==> src/rtl/rom_download_loader.sv <==
`timescale 1ns/1ps
// rom_download_loader
// Bridges the hps_io ioctl download stream to the game core ROM load port.
// Every downloaded byte is registered and range-checked before it reaches the
// core, and the block keeps a per-load byte count and an 8-bit checksum.
// The core stays in reset for the whole download and for a settle delay
// after it, and is released only once that delay has elapsed.
//
// Ports
//   clk_25          in   sole clock (hps_io / core domain)
//   RESET_L         in   synchronous active-low reset
//   ioctl_download  in   download window from hps_io
//   ioctl_wr        in   byte strobe, 1-cycle pulse
//   ioctl_addr      in   [24:0] byte address
//   ioctl_dout      in   [7:0] byte data
//   sys_reset       in   OSD/button reset request, active high
//   dn_addr         out  [15:0] ROM write address to core
//   dn_data         out  [7:0] ROM write data to core
//   dn_wr           out  ROM write strobe to core (1-cycle pulse)
//   core_reset_l    out  core reset, active low
//   load_done       out  high once a load completed with no overrun
//   overrun         out  sticky: an out-of-range write was dropped this load
//   byte_count      out  [15:0] accepted bytes this load, saturating
//   checksum        out  [7:0] sum mod 256 of accepted bytes this load
//   dbg_state       out  [1:0] current FSM state (IDLE=0 LOAD=1 HOLD=2 RUN=3)
//
// Handshake: ioctl_wr is a qualifier-free strobe; a byte is taken on every
// cycle where ioctl_download & ioctl_wr are both high (no back-pressure).
// dn_wr is a 1-cycle pulse with dn_addr/dn_data valid in the same cycle; the
// core has no ready, it must accept every pulse.
module rom_download_loader #(
    parameter int ADDR_LIMIT  = 10240,
    parameter int HOLD_CYCLES = 16
) (
    input  logic        clk_25,
    input  logic        RESET_L,
    input  logic        ioctl_download,
    input  logic        ioctl_wr,
    input  logic [24:0] ioctl_addr,
    input  logic [7:0]  ioctl_dout,
    input  logic        sys_reset,
    output logic [15:0] dn_addr,
    output logic [7:0]  dn_data,
    output logic        dn_wr,
    output logic        core_reset_l,
    output logic        load_done,
    output logic        overrun,
    output logic [15:0] byte_count,
    output logic [7:0]  checksum,
    output logic [1:0]  dbg_state
);

    localparam int HCW = $clog2(HOLD_CYCLES + 1);

    typedef enum logic [1:0] {
        ST_IDLE = 2'd0,
        ST_LOAD = 2'd1,
        ST_HOLD = 2'd2,
        ST_RUN  = 2'd3
    } state_t;

    state_t      state_q, state_d;
    logic [15:0] dn_addr_q, dn_addr_d;
    logic [7:0]  dn_data_q, dn_data_d;
    logic        dn_wr_q, dn_wr_d;
    logic        core_reset_l_q, core_reset_l_d;
    logic        load_done_q, load_done_d;
    logic        overrun_q, overrun_d;
    logic [15:0] byte_count_q, byte_count_d;
    logic [7:0]  checksum_q, checksum_d;
    logic [HCW-1:0] hold_cnt_q, hold_cnt_d;

    logic        wr_req;
    logic        in_range;
    logic        accept;
    logic        drop;
    logic        load_entry;
    logic [15:0] base_count;
    logic [7:0]  base_sum;

    always_comb begin
        wr_req     = ioctl_download & ioctl_wr;
        in_range   = ioctl_addr < 25'(ADDR_LIMIT);
        accept     = wr_req & in_range;
        drop       = wr_req & ~in_range;
        // Any edge that moves the FSM into LOAD starts a fresh load; a byte
        // accepted on that same edge is counted as the first byte.
        load_entry = ioctl_download & (state_q != ST_LOAD);
        base_count = load_entry ? 16'd0 : byte_count_q;
        base_sum   = load_entry ? 8'd0  : checksum_q;
    end

    always_comb begin
        state_d        = state_q;
        dn_addr_d      = dn_addr_q;
        dn_data_d      = dn_data_q;
        dn_wr_d        = accept;
        core_reset_l_d = 1'b0;
        load_done_d    = load_done_q;
        overrun_d      = (load_entry ? 1'b0 : overrun_q) | drop;
        byte_count_d   = base_count;
        checksum_d     = base_sum + (accept ? ioctl_dout : 8'd0);
        hold_cnt_d     = hold_cnt_q;

        if (accept) begin
            dn_addr_d = ioctl_addr[15:0];
            dn_data_d = ioctl_dout;
            if (base_count != 16'hFFFF) begin
                byte_count_d = base_count + 16'd1;
            end
        end

        case (state_q)
            ST_IDLE: begin
                if (ioctl_download) begin
                    state_d     = ST_LOAD;
                    load_done_d = 1'b0;
                end
            end
            ST_LOAD: begin
                load_done_d = 1'b0;
                if (!ioctl_download) begin
                    state_d    = ST_HOLD;
                    hold_cnt_d = '0;
                end
            end
            ST_HOLD: begin
                hold_cnt_d = hold_cnt_q + HCW'(1);
                if (ioctl_download) begin
                    state_d     = ST_LOAD;
                    load_done_d = 1'b0;
                end else if (hold_cnt_q == HCW'(HOLD_CYCLES - 1)) begin
                    // Dropped bytes do not block release; they only withhold load_done.
                    state_d     = ST_RUN;
                    load_done_d = ~overrun_q;
                end
            end
            ST_RUN: begin
                if (ioctl_download) begin
                    state_d     = ST_LOAD;
                    load_done_d = 1'b0;
                end else begin
                    core_reset_l_d = ~sys_reset;
                end
            end
            default: state_d = ST_IDLE;
        endcase
    end

    always_ff @(posedge clk_25) begin
        if (!RESET_L) begin
            state_q        <= ST_IDLE;
            dn_addr_q      <= '0;
            dn_data_q      <= '0;
            dn_wr_q        <= 1'b0;
            core_reset_l_q <= 1'b0;
            load_done_q    <= 1'b0;
            overrun_q      <= 1'b0;
            byte_count_q   <= '0;
            checksum_q     <= '0;
            hold_cnt_q     <= '0;
        end else begin
            state_q        <= state_d;
            dn_addr_q      <= dn_addr_d;
            dn_data_q      <= dn_data_d;
            dn_wr_q        <= dn_wr_d;
            core_reset_l_q <= core_reset_l_d;
            load_done_q    <= load_done_d;
            overrun_q      <= overrun_d;
            byte_count_q   <= byte_count_d;
            checksum_q     <= checksum_d;
            hold_cnt_q     <= hold_cnt_d;
        end
    end

    assign dn_addr      = dn_addr_q;
    assign dn_data      = dn_data_q;
    assign dn_wr        = dn_wr_q;
    assign core_reset_l = core_reset_l_q;
    assign load_done    = load_done_q;
    assign overrun      = overrun_q;
    assign byte_count   = byte_count_q;
    assign checksum     = checksum_q;
    assign dbg_state    = state_q;

endmodule

==> config.mk <==
export PLATFORM = sky130hd
export DESIGN_NAME = rom_download_loader
export DESIGN_NICKNAME = d
export VERILOG_FILES = /design/src/rtl/rom_download_loader.sv
export SDC_FILE = /design/constraint.sdc
export NUM_CORES = 1
export LEC_CHECK = 0
export BUFFER_PORTS_ARGS = -buffer_cell sky130_fd_sc_hd__buf_2
export CAP_MARGIN = 20
export CORE_UTILIZATION = 40
export DETAILED_ROUTE_END_ITERATION = 16
export PLACE_DENSITY = 0.62
export SETUP_SLACK_MARGIN = 0.4
export SLEW_MARGIN = 20
export SYNTH_ARGS = -nofsm -noshare
export SYNTH_HDL_FRONTEND = slang
export SYNTH_SLANG_ARGS = --single-unit
==> constraint.sdc <==
create_clock -name clk_25 -period 6.84 [get_ports clk_25]
set_input_delay 0.684 -clock clk_25 [delete_from_list [all_inputs] [get_ports clk_25]]
set_output_delay 0.684 -clock clk_25 [all_outputs]
set_load 0.02 [all_outputs]
==> results of run 1 <==
## how the worst max path moves through the flow
stage	from	endpoint	slack (ps)
global route	ioctl_addr[18]	checksum[6]	3320
floorplan	ioctl_addr[15]	checksum[6]	3690
detailed placement	ioctl_addr[18]	checksum[7]	3280
global placement	ioctl_addr[14]	checksum[6]	3330
finish	dbg_state[1]	byte_count[4]	3580
CTS	dbg_state[1]	byte_count[4]	3600
## cells in the mapped netlist, types with 2 or more instances
cell type	count	area (sq um)
a21o_1	2	15.0
a21oi_1	37	185
a22oi_1	3	22.5
a31oi_1	5	31.3
a41o_1	3	30.0
and2_1	11	68.8
and3_1	11	68.8
buf_2	3	15.0
buf_4	2	15.0
clkbuf_1	11	41.3
dfxtp_1	59	1180
ha_1	14	175
inv_1	19	71.3
mux2i_1	6	60.1
nand2_1	69	259
nand2b_1	2	12.5
nand3_1	11	55.1
nand4_1	4	25.0
nor2_1	24	90.1
nor2b_1	3	18.8
nor3_1	6	30.0
nor4_1	3	18.8
nor4_4	2	42.5
nor4b_1	2	17.5
o2111ai_1	2	17.5
o211ai_1	2	15.0
o21ai_0	6	30.0
o311ai_0	2	17.5
o31ai_1	2	15.0
or3_1	4	25.0
or4_1	3	22.5
xor2_1	3	26.3
## power by group through the flow
| stage | Combinational (mW) | Clock (mW) | Sequential [mW] |
|---|---|---|---|
| after global placement | 0.118 | 0 | 0.368 |
| after global routing | 0.132 | 0.297 | 0.362 |
| final | 0.119 | 0.276 | 0.361 |
| after detailed placement | 0.119 | 0 | 0.368 |
| after floorplan | 0.0771 | 0 | 0.373 |
| after CTS | 0.120 | 0.283 | 0.361 |
## per-layer routing
metal  vias up  wire (um)  part of all wire (%)
met2        97       3370                    46
met4         0        135                   1.8
met3        13        464                   6.3
met1      1280       3350                    46
li1       1413          -                     -
met5         -          0                     0
## worst min-delay path, delay by kind of cell (launching register included)
kind | cells | cell delay [ps]
AND/OR/NAND/NOR | 1 | 50
AO/OA/AOI/OAI | 1 | 50
flip-flops | 1 | 310
## cell type report
class / count / share of cell area, %
Clock buffer: 11 / 4.20
Tap cell: 96 / 3.34
Sequential cell: 59 / 32.8
Multi-Input combinational cell: 259 / 44.0
Timing Repair Buffer: 94 / 13.3
Clock inverter: 3 / 0.417
Inverter: 19 / 1.98
## layout by cell type, fill, tap and decap left out, types with 4 or more instances in the layout
cell type / instances
buf_2: 91
nand2_1: 68
dfxtp_1: 59
a21oi_1: 37
nor2_1: 23
inv_1: 19
ha_1: 14
and2_1: 11
and3_1: 11
nand3_1: 11
clkbuf_8: 11
o21ai_0: 6
nor3_1: 6
mux2i_1: 6
a31oi_1: 5
or3_1: 4
nand4_1: 4
## metrics by stage
step	util [%]	power [mW]	setup WS (ps)	std cells
2_1_floorplan	-	0.451	3690	354
3_3_place_gp	49.7	0.486	3330	527
3_5_place_dp	49.7	0.487	3280	527
4_1_cts	52.1	0.764	3600	541
5_1_grt	52.1	0.791	3320	541
6_report	52.1	0.756	3580	541
## cells by family (layout without fill, tap and decap cells)
kind of cell / count (synthesis) / count (layout)
AO/OA/AOI/OAI: 73 / 73
XOR/XNOR: 4 / 4
adder cells (fa/ha/maj): 15 / 15
buffers and inverters: 36 / 127
flip-flops: 59 / 59
multiplexers: 7 / 7
AND/OR/NAND/NOR: 160 / 160
## state kept, by name, indices dropped and copies added (netlist names)
signal / flops
byte_count: 16
checksum: 8
core_reset_l: 1
dbg_state: 2
dn_addr: 16
dn_data: 8
dn_wr: 1
hold_cnt_q: 5
load_done: 1
overrun: 1
==> flow_summary.json, run 1 <==
{
  "core_sq_um": 6910,
  "critPathMaxFanout": 15,
  "end_kind": "flip-flop",
  "fin_nets": 495,
  "worstSetupStartpointType": "flip-flop",
  "syn_inst": 354,
  "hold_depth": 2,
  "dr.first_iter.drc_count": 125,
  "arrival_ps": 3480,
  "comb_power_share_pct": 15.7,
  "synth_cell_types": 50,
  "hold_end": "dn_data[7]",
  "yosys.area_share.simple_pct": 28.1,
  "use_met3_pct": 4.08,
  "clk_path_buf_depth": 2,
  "period_share_pct": 47.7,
  "areaGrowthSynthToFinish_pct": 23.9,
  "antenna_found_initial": 0,
  "num_antenna_cells": 0,
  "grt_use_met1_pct": 25.7,
  "place.gp.congestion": 0.807,
  "drt-pass1-iter-count": 5,
  "cpPeakStageDelay_ps": 710,
  "fp.dieW_um": 87.2,
  "wl_um": 7330,
  "yosys_register_bits": 59,
  "hpwl_um": 5330,
  "die_area_sq_um": 7610,
  "cts_setup_buffers": 0,
  "fp.dieH_um": 87.2,
  "r2r_setup_slack_ps": 3580,
  "final_area_sq_um": 3600,
  "fmax_ghz": 0.306,
  "postCtsHoldBufs": 0,
  "busiest_layer": "met2",
  "path_delay_family": "compound AO/OA/AOI/OAI gates",
  "synth_fa_ha_area_share_pct": 6.72,
  "cts_buffers": 9,
  "timing.hold.ws_ps": 452,
  "power_frac_clock_pct": 36.5,
  "synth_compound_area_share_pct": 15.8,
  "synth-xor-area-share_pct": 1.21,
  "grt_first_pass_wirelength_um": 11400,
  "power.switching_uw": 218,
  "clk_latency_ps": 330,
  "overflow": 0,
  "p_leak_nw": 1.70,
  "io_buffer_count": 91,
  "cp.required_ps": 7060,
  "setup_tns_ps": 0,
  "fp-row-count": 30,
  "synth_edf_count": 0,
  "cts_tree": "yes",
  "finalSetupViolCount": 0,
  "maxCapViolations": 0,
  "skew_ps": 7.18,
  "timing.rr.start": "dbg_state[1]",
  "ant_nets": 0,
  "cts.sinks": 59,
  "ys.flop_type": "dfxtp_1",
  "seqCellArea_sq_um": 1180,
  "vias_per_cell": 5.18,
  "htreeDepth": 3,
  "nFillCells": 727,
  "critPathSlowestCell": "a311oi_2",
  "grt_pass1_vias": 2438,
  "root_buffer": "clkbuf_8",
  "hold_viol": 0,
  "power_density_nw_per_um2": 210,
  "ys_async_sr_fraction_pct": 0,
  "seqPwrFrac_pct": 47.8,
  "reg2reg_depth": 10,
  "slew_headroom_pct": 51.1,
  "path_buf_inv": 1,
  "fin_crit_ps": 3260,
  "synthMuxAreaShare_pct": 2.45,
  "synth_top_family_by_area": "simple AND/OR/NAND/NOR gates",
  "critPathKind": "reg2reg",
  "start_util_pct": 42.1,
  "drive_above_1_share_pct": 26.5,
  "p_sw_share_pct": 28.8,
  "cts.clk_slew.worst_paths_ps": 70,
  "num_io_pins": 92,
  "rsz0062_at_grt": "false",
  "r2r_end": "byte_count[4]",
  "crit_chain": "inv_1 > ha_1 > nand2b_1 > and2_1 > ha_1 > and2_1 > nor4b_4 > a311oi_2 > a31oi_1 > a41o_1",
  "grt_use_met2_pct": 29.8,
  "worstHoldStart": "dn_data[7]",
  "placed_cell_area_sq_um": 3430,
  "multi_input_area_sq_um": 1580,
  "vdd_drop_max_mv": 0.140,
  "cts_resized": 0,
  "grt_max_degree": 39,
  "grt_util_all_layers_pct": 19.4,
  "hold_path.class": "reg2reg",
  "p_int_uw": 538,
  "avgSynthCellArea_sq_um": 8.21,
  "worst_pin_slew_ps": 734,
  "syn-num-nets": 407,
  "drc": 0,
  "yosysWarnings": 0,
  "path_depth": 10,
  "syn_area_sq_um": 2910,
  "report.final.slew_viol_count": 0,
  "vias": 2803,
  "status": "finished clean",
  "wl_per_cell_um": 13.5,
  "yosysSeqAreaShare_pct": 40.6
}
Power figures use the tool's default switching activity.
==> run 2: changes to the inputs <==
--- a/config.mk
+++ b/config.mk
@@ -9,7 +9,7 @@
 export CAP_MARGIN = 20
 export CORE_UTILIZATION = 40
 export DETAILED_ROUTE_END_ITERATION = 16
-export PLACE_DENSITY = 0.62
+export PLACE_DENSITY = 0.65
 export SETUP_SLACK_MARGIN = 0.4
 export SLEW_MARGIN = 20
 export SYNTH_ARGS = -nofsm -noshare
==> constraint.sdc (replaced) <==
create_clock -name clk_25 -period 2.95 [get_ports clk_25]
set_input_delay 0.295 -clock clk_25 [delete_from_list [all_inputs] [get_ports clk_25]]
set_output_delay 0.295 -clock clk_25 [all_outputs]
set_load 0.02 [all_outputs]
==> run 2 against run 1 <==
Net effect: clock skew grew 1.0 ps; via count grew 4.7%; die area is the same; largest cell class unchanged.
==> flow_summary.json, run 2 (synthesis results as in run 1) <==
{
  "status": "finished clean",
  "grt_max_degree": 32,
  "multi_input_area_sq_um": 1770,
  "end_kind": "flip-flop",
  "critPathKind": "in2reg",
  "vias": 2934,
  "clk_latency_ps": 340,
  "wl_um": 8060,
  "worstHoldStart": "sys_reset",
  "drc": 0,
  "arrival_ps": 2700,
  "final_cell_mix": "buf_2 (90), nand2_1 (66), dfxtp_1 (57)",
  "nFillCells": 653,
  "timing.hold.ws_ps": 127,
  "skew_ps": 8.20,
  "crit_start": "ioctl_addr[14]",
  "drive_above_1_share_pct": 34.8,
  "dr.first_iter.drc_count": 141,
  "cp.required_ps": 3180,
  "cts_tree": "yes",
  "io_buffer_count": 91,
  "maxCapViolations": 0,
  "r2r_end": "checksum[7]",
  "rsz0062_at_grt": "false",
  "fmax_ghz": 0.405,
  "ant_nets": 0,
  "setup_tns_ps": 0,
  "critPathMaxFanout": 6,
  "num_antenna_cells": 0,
  "timing.rr.start": "dbg_state[1]",
  "root_buffer": "clkbuf_8",
  "core_sq_um": 6910,
  "fin_crit_ps": 2470,
  "clk_path_buf_depth": 2,
  "hold_path.class": "in2reg",
  "worst_pin_slew_ps": 616,
  "grt_first_pass_wirelength_um": 12200,
  "grt_pass1_vias": 2590,
  "report.final.slew_viol_count": 0,
  "fp.dieW_um": 87.2,
  "dp_slack_ps": 132,
  "seqCellArea_sq_um": 1190,
  "cts_buffers": 9,
  "path_depth": 13,
  "r2r_setup_slack_ps": 500,
  "cpPeakStageDelay_ps": 510,
  "final_common_cell": "buf_2",
  "die_area_sq_um": 7610,
  "start_util_pct": 42.1,
  "fp.dieH_um": 87.2,
  "overflow": 0,
  "period_share_pct": 83.6,
  "reg2reg_depth": 10,
  "path_delay_family": "simple AND/OR/NAND/NOR gates",
  "placed_cells": 530,
  "wl_per_cell_um": 14.5,
  "htreeDepth": 3,
  "power_mw": 2.00,
  "grt_util_all_layers_pct": 20.8,
  "fin_nets": 508,
  "areaGrowthSynthToFinish_pct": 35.4,
  "p_leak_nw": 1.79,
  "antenna_found_initial": 0,
  "path_buf_inv": 3,
  "vdd_drop_max_mv": 0.375,
  "instances_no_fill": 556,
  "slew_headroom_pct": 58.9,
  "worstSetupStartpointType": "input port",
  "crit_chain": "buf_2 > nor4_4 > nand4_4 > nor2_4 > buf_6 > nand2_4 > inv_4 > ha_4 > nand3_2 > o211ai_1 > or4_1 > and3_1 > mux2_4",
  "drt-pass1-iter-count": 4,
  "finalSetupViolCount": 0,
  "vias_per_cell": 5.28,
  "critPathSlowestCell": "or4_1",
  "cts.clk_slew.worst_paths_ps": 70,
  "fp-row-count": 30,
  "power_density_nw_per_um2": 509,
  "hpwl_um": 5600,
  "setup_slack_ps": 483,
  "hold_viol": 0,
  "cts.sinks": 59,
  "num_io_pins": 92,
  "place.gp.congestion": 0.915,
  "endpoint": "checksum[7]"
}
[run 2: cell types whose count changed in the layout (fill, tap and decap cells not counted), moves of 3 or more]
cell	previous run	this run
inv_2	0	3
ha_4	0	5
inv_1	19	15
ha_1	14	7
and2_1	11	6
and2_4	0	5
buf_4	3	13
[run 2: worst reg2reg max path: stages, from the launching register on]
cell	delay [ps]
dfxtp_4	360
inv_2	50
ha_4	170
nand2b_4	180
and2_4	170
ha_2	200
a21oi_4	150
o211ai_1	110
or4_1	510
and3_1	200
mux2_4	250
[run 2: cell type report]
class,instances,area share (%)
Tap cell,96,3.05
Clock buffer,9,3.15
Clock inverter,7,2.32
Multi-Input combinational cell,261,45.0
Timing Repair Buffer,105,14.5
Sequential cell,59,30.1
Inverter,19,1.88
[run 2: worst min path at each step]
| stage | to | depth (start not counted) |
|---|---|---|
| after floorplan | core_reset_l | 1 |
| after global placement | dn_data[7] | 2 |
| after detailed placement | dn_data[7] | 2 |
| after CTS | core_reset_l | 2 |
| after global routing | core_reset_l | 2 |
| final | core_reset_l | 2 |
[run 2: timing repair]
action | CTS | global route
setup endpoints to repair | 9 | 10
gates resized for setup | 1 | 18
hold buffers | 0 | 0
setup buffers | 2 | 6
cloned | 1 | 1
pin swaps | 1 | 15
[run 2: routing by layer]
| metal | vias to the layer above | track usage (%) | routed length, um |
|---|---|---|---|
| li1 | 1445 | - | - |
| met1 | 1398 | 25.8 | 3550 |
| met2 | 79 | 34.7 | 3950 |
| met3 | 12 | 5.40 | 424 |
| met4 | 0 | 7.60 | 128 |
| met5 | - | 0 | 0 |
[run 2: where the power goes]
group | internal (mW) | switching, mW | total, mW
Sequential | 0.819 | 0.0244 | 0.843
Combinational | 0.136 | 0.205 | 0.341
Clock | 0.473 | 0.347 | 0.820
Total | 1.43 | 0.576 | 2.00
[run 2: metrics by stage]
stage                     utilization, %  cell area (sq um)
final                               57.0               3940
after global routing                57.0               3940
after CTS                           55.0               3800
after detailed placement            51.5               3560
after global placement              51.5               3560
after floorplan                        -               3040
==> run 3: changes to the inputs <==
--- a/config.mk
+++ b/config.mk
@@ -9,7 +9,7 @@
 export CAP_MARGIN = 20
 export CORE_UTILIZATION = 40
 export DETAILED_ROUTE_END_ITERATION = 16
-export PLACE_DENSITY = 0.65
+export PLACE_DENSITY = 0.62
 export SETUP_SLACK_MARGIN = 0.4
 export SLEW_MARGIN = 20
 export SYNTH_ARGS = -nofsm -noshare
==> constraint.sdc (replaced) <==
create_clock -name clk_25 -period 2.3 [get_ports clk_25]
set_input_delay 0.23 -clock clk_25 [delete_from_list [all_inputs] [get_ports clk_25]]
set_output_delay 0.23 -clock clk_25 [all_outputs]
set_load 0.02 [all_outputs]
==> run 3 against run 2 <==
Net effect: the run now ends with negative setup slack left; die area unchanged; worst hold slack worse by 80 ps; global-route usage up 1.9 points.
==> flow_summary.json, run 3 (synthesis results as in run 1) <==
{
  "clk_latency_ps": 340,
  "reg2reg_depth": 11,
  "endpoint": "checksum[7]",
  "num_io_pins": 92,
  "drive_above_1_share_pct": 46.7,
  "hold_path.class": "in2reg",
  "hold_viol": 0,
  "vias_per_cell": 5.06,
  "grt_util_all_layers_pct": 22.7,
  "period_share_pct": 111,
  "crit_chain": "inv_4 > ha_4 > nand2b_4 > buf_6 > and2_4 > ha_4 > nand2_1 > o211ai_1 > or4_1 > and3_1 > mux2_4",
  "cts_tree": "yes",
  "cts.clk_slew.worst_paths_ps": 70,
  "critPathMaxFanout": 5,
  "overflow": 0,
  "timing.hold.ws_ps": 47.4,
  "worstHoldStart": "sys_reset",
  "grt_max_degree": 30,
  "wl_um": 8800,
  "antenna_found_initial": 0,
  "areaGrowthSynthToFinish_pct": 59.3,
  "place.gp.congestion": 0.828,
  "drt-pass1-iter-count": 4,
  "status": "complete, but fails checks",
  "dr.first_iter.drc_count": 100,
  "rsz0062_at_grt": "true",
  "crit_start": "dbg_state[1]",
  "fp.dieH_um": 87.2,
  "root_buffer": "clkbuf_8",
  "final_cell_mix": "buf_2 (91), nand2_1 (63), dfxtp_1 (57)",
  "r2r_end": "checksum[7]",
  "power_density_nw_per_um2": 604,
  "finalSetupViolCount": 17,
  "core_sq_um": 6910,
  "skew_ps": 7.57,
  "htreeDepth": 3,
  "critPathKind": "reg2reg",
  "drc": 0,
  "fin_crit_ps": 2550,
  "postCtsHoldBufs": 0,
  "r2r_setup_slack_ps": -250,
  "cp.required_ps": 2530,
  "num_antenna_cells": 0,
  "clk_path_buf_depth": 2,
  "ant_nets": 0,
  "grt_pass1_vias": 2810,
  "grt_first_pass_wirelength_um": 13300,
  "fmax_ghz": 0.393,
  "multi_input_area_sq_um": 1940,
  "vias": 3088,
  "vdd_drop_max_mv": 0.752,
  "final_common_cell": "buf_2",
  "end_kind": "flip-flop",
  "timing.rr.start": "dbg_state[1]",
  "arrival_ps": 2770,
  "worst_pin_slew_ps": 559,
  "hpwl_um": 5830,
  "seqCellArea_sq_um": 1190,
  "fp.dieW_um": 87.2,
  "power_mw": 2.80,
  "report.final.slew_viol_count": 0,
  "die_area_sq_um": 7610,
  "violations": "negative setup slack",
  "start_util_pct": 42.1,
  "critPathSlowestCell": "or4_1",
  "cpPeakStageDelay_ps": 510,
  "wl_per_cell_um": 14.4,
  "slew_headroom_pct": 62.6,
  "maxCapViolations": 0,
  "dp_slack_ps": -560,
  "fin_nets": 562,
  "cts_buffers": 9,
  "fp-row-count": 30,
  "nFillCells": 596,
  "cts.sinks": 59,
  "worstSetupStartpointType": "flip-flop",
  "setup_slack_ps": -246,
  "post-route-util_pct": 67.0,
  "p_leak_nw": 2.14,
  "crit_top_cell": "ha_4",
  "io_buffer_count": 91
}
## run 3: cell types whose count changed in the layout (fill, tap and decap cells not counted), sizes merged
cell      previous run  this run
nand2b               4         2
inv                 20        19
bufinv               2         3
clkinvlp             2         0
buf                105       161
clkbuf               9        11
## run 3: what timing repair did
action	CTS	global route
gates resized for setup	34	29
setup endpoints to repair	21	24
buffers inserted	18	9
cloned	0	0
pin swaps	23	26
## run 3: final cells by class
cell class	count	share of cell area [%]
clock inverters	5	2.16
flip-flops and latches	59	25.7
repair buffers	161	23.1
multi-input cells	259	41.9
clock buffers	11	3.05
inverters	19	1.59
well taps	96	2.59
## run 3: worst min path at each step
stage	depth (start not counted)	slack, ps	end
floorplan	1	310	core_reset_l
detailed placement	2	400	core_reset_l
global route	2	40	core_reset_l
finish	2	50	core_reset_l
CTS	2	40	core_reset_l
global placement	2	400	core_reset_l
## run 3: power breakdown
part	switching [mW]	internal [mW]	leakage, nW
Clock	0.427	0.746	0.123
Combinational	0.303	0.246	1.54
Sequential	0.0221	1.05	0.477
## run 3: critical path, delay by kind of cell, from the launching register on
kind	cells	cell delay, ps
fa+ha+maj	2	400
compound gates	1	140
flops	1	360
mux	1	250
simple gates	5	1120
buf+inv	2	180
## run 3: metrics by stage
stage,TNS [ps],std cells,area (sq um)
finish,-1750,610,4630
global route,-3340,610,4630
global placement,-2560,567,3920
floorplan,-1900,354,3120
CTS,-1130,601,4450
detailed placement,-3230,567,3920
## run 3: per-layer routing
| layer | vias up | track usage [%] | wire length, um |
|---|---|---|---|
| met3 | 16 | 3.60 | 386 |
| met2 | 87 | 39.0 | 4440 |
| met1 | 1434 | 28.1 | 3790 |
| li1 | 1551 | - | - |
| met5 | - | 0 | 0 |
| met4 | 0 | 9.39 | 186 |
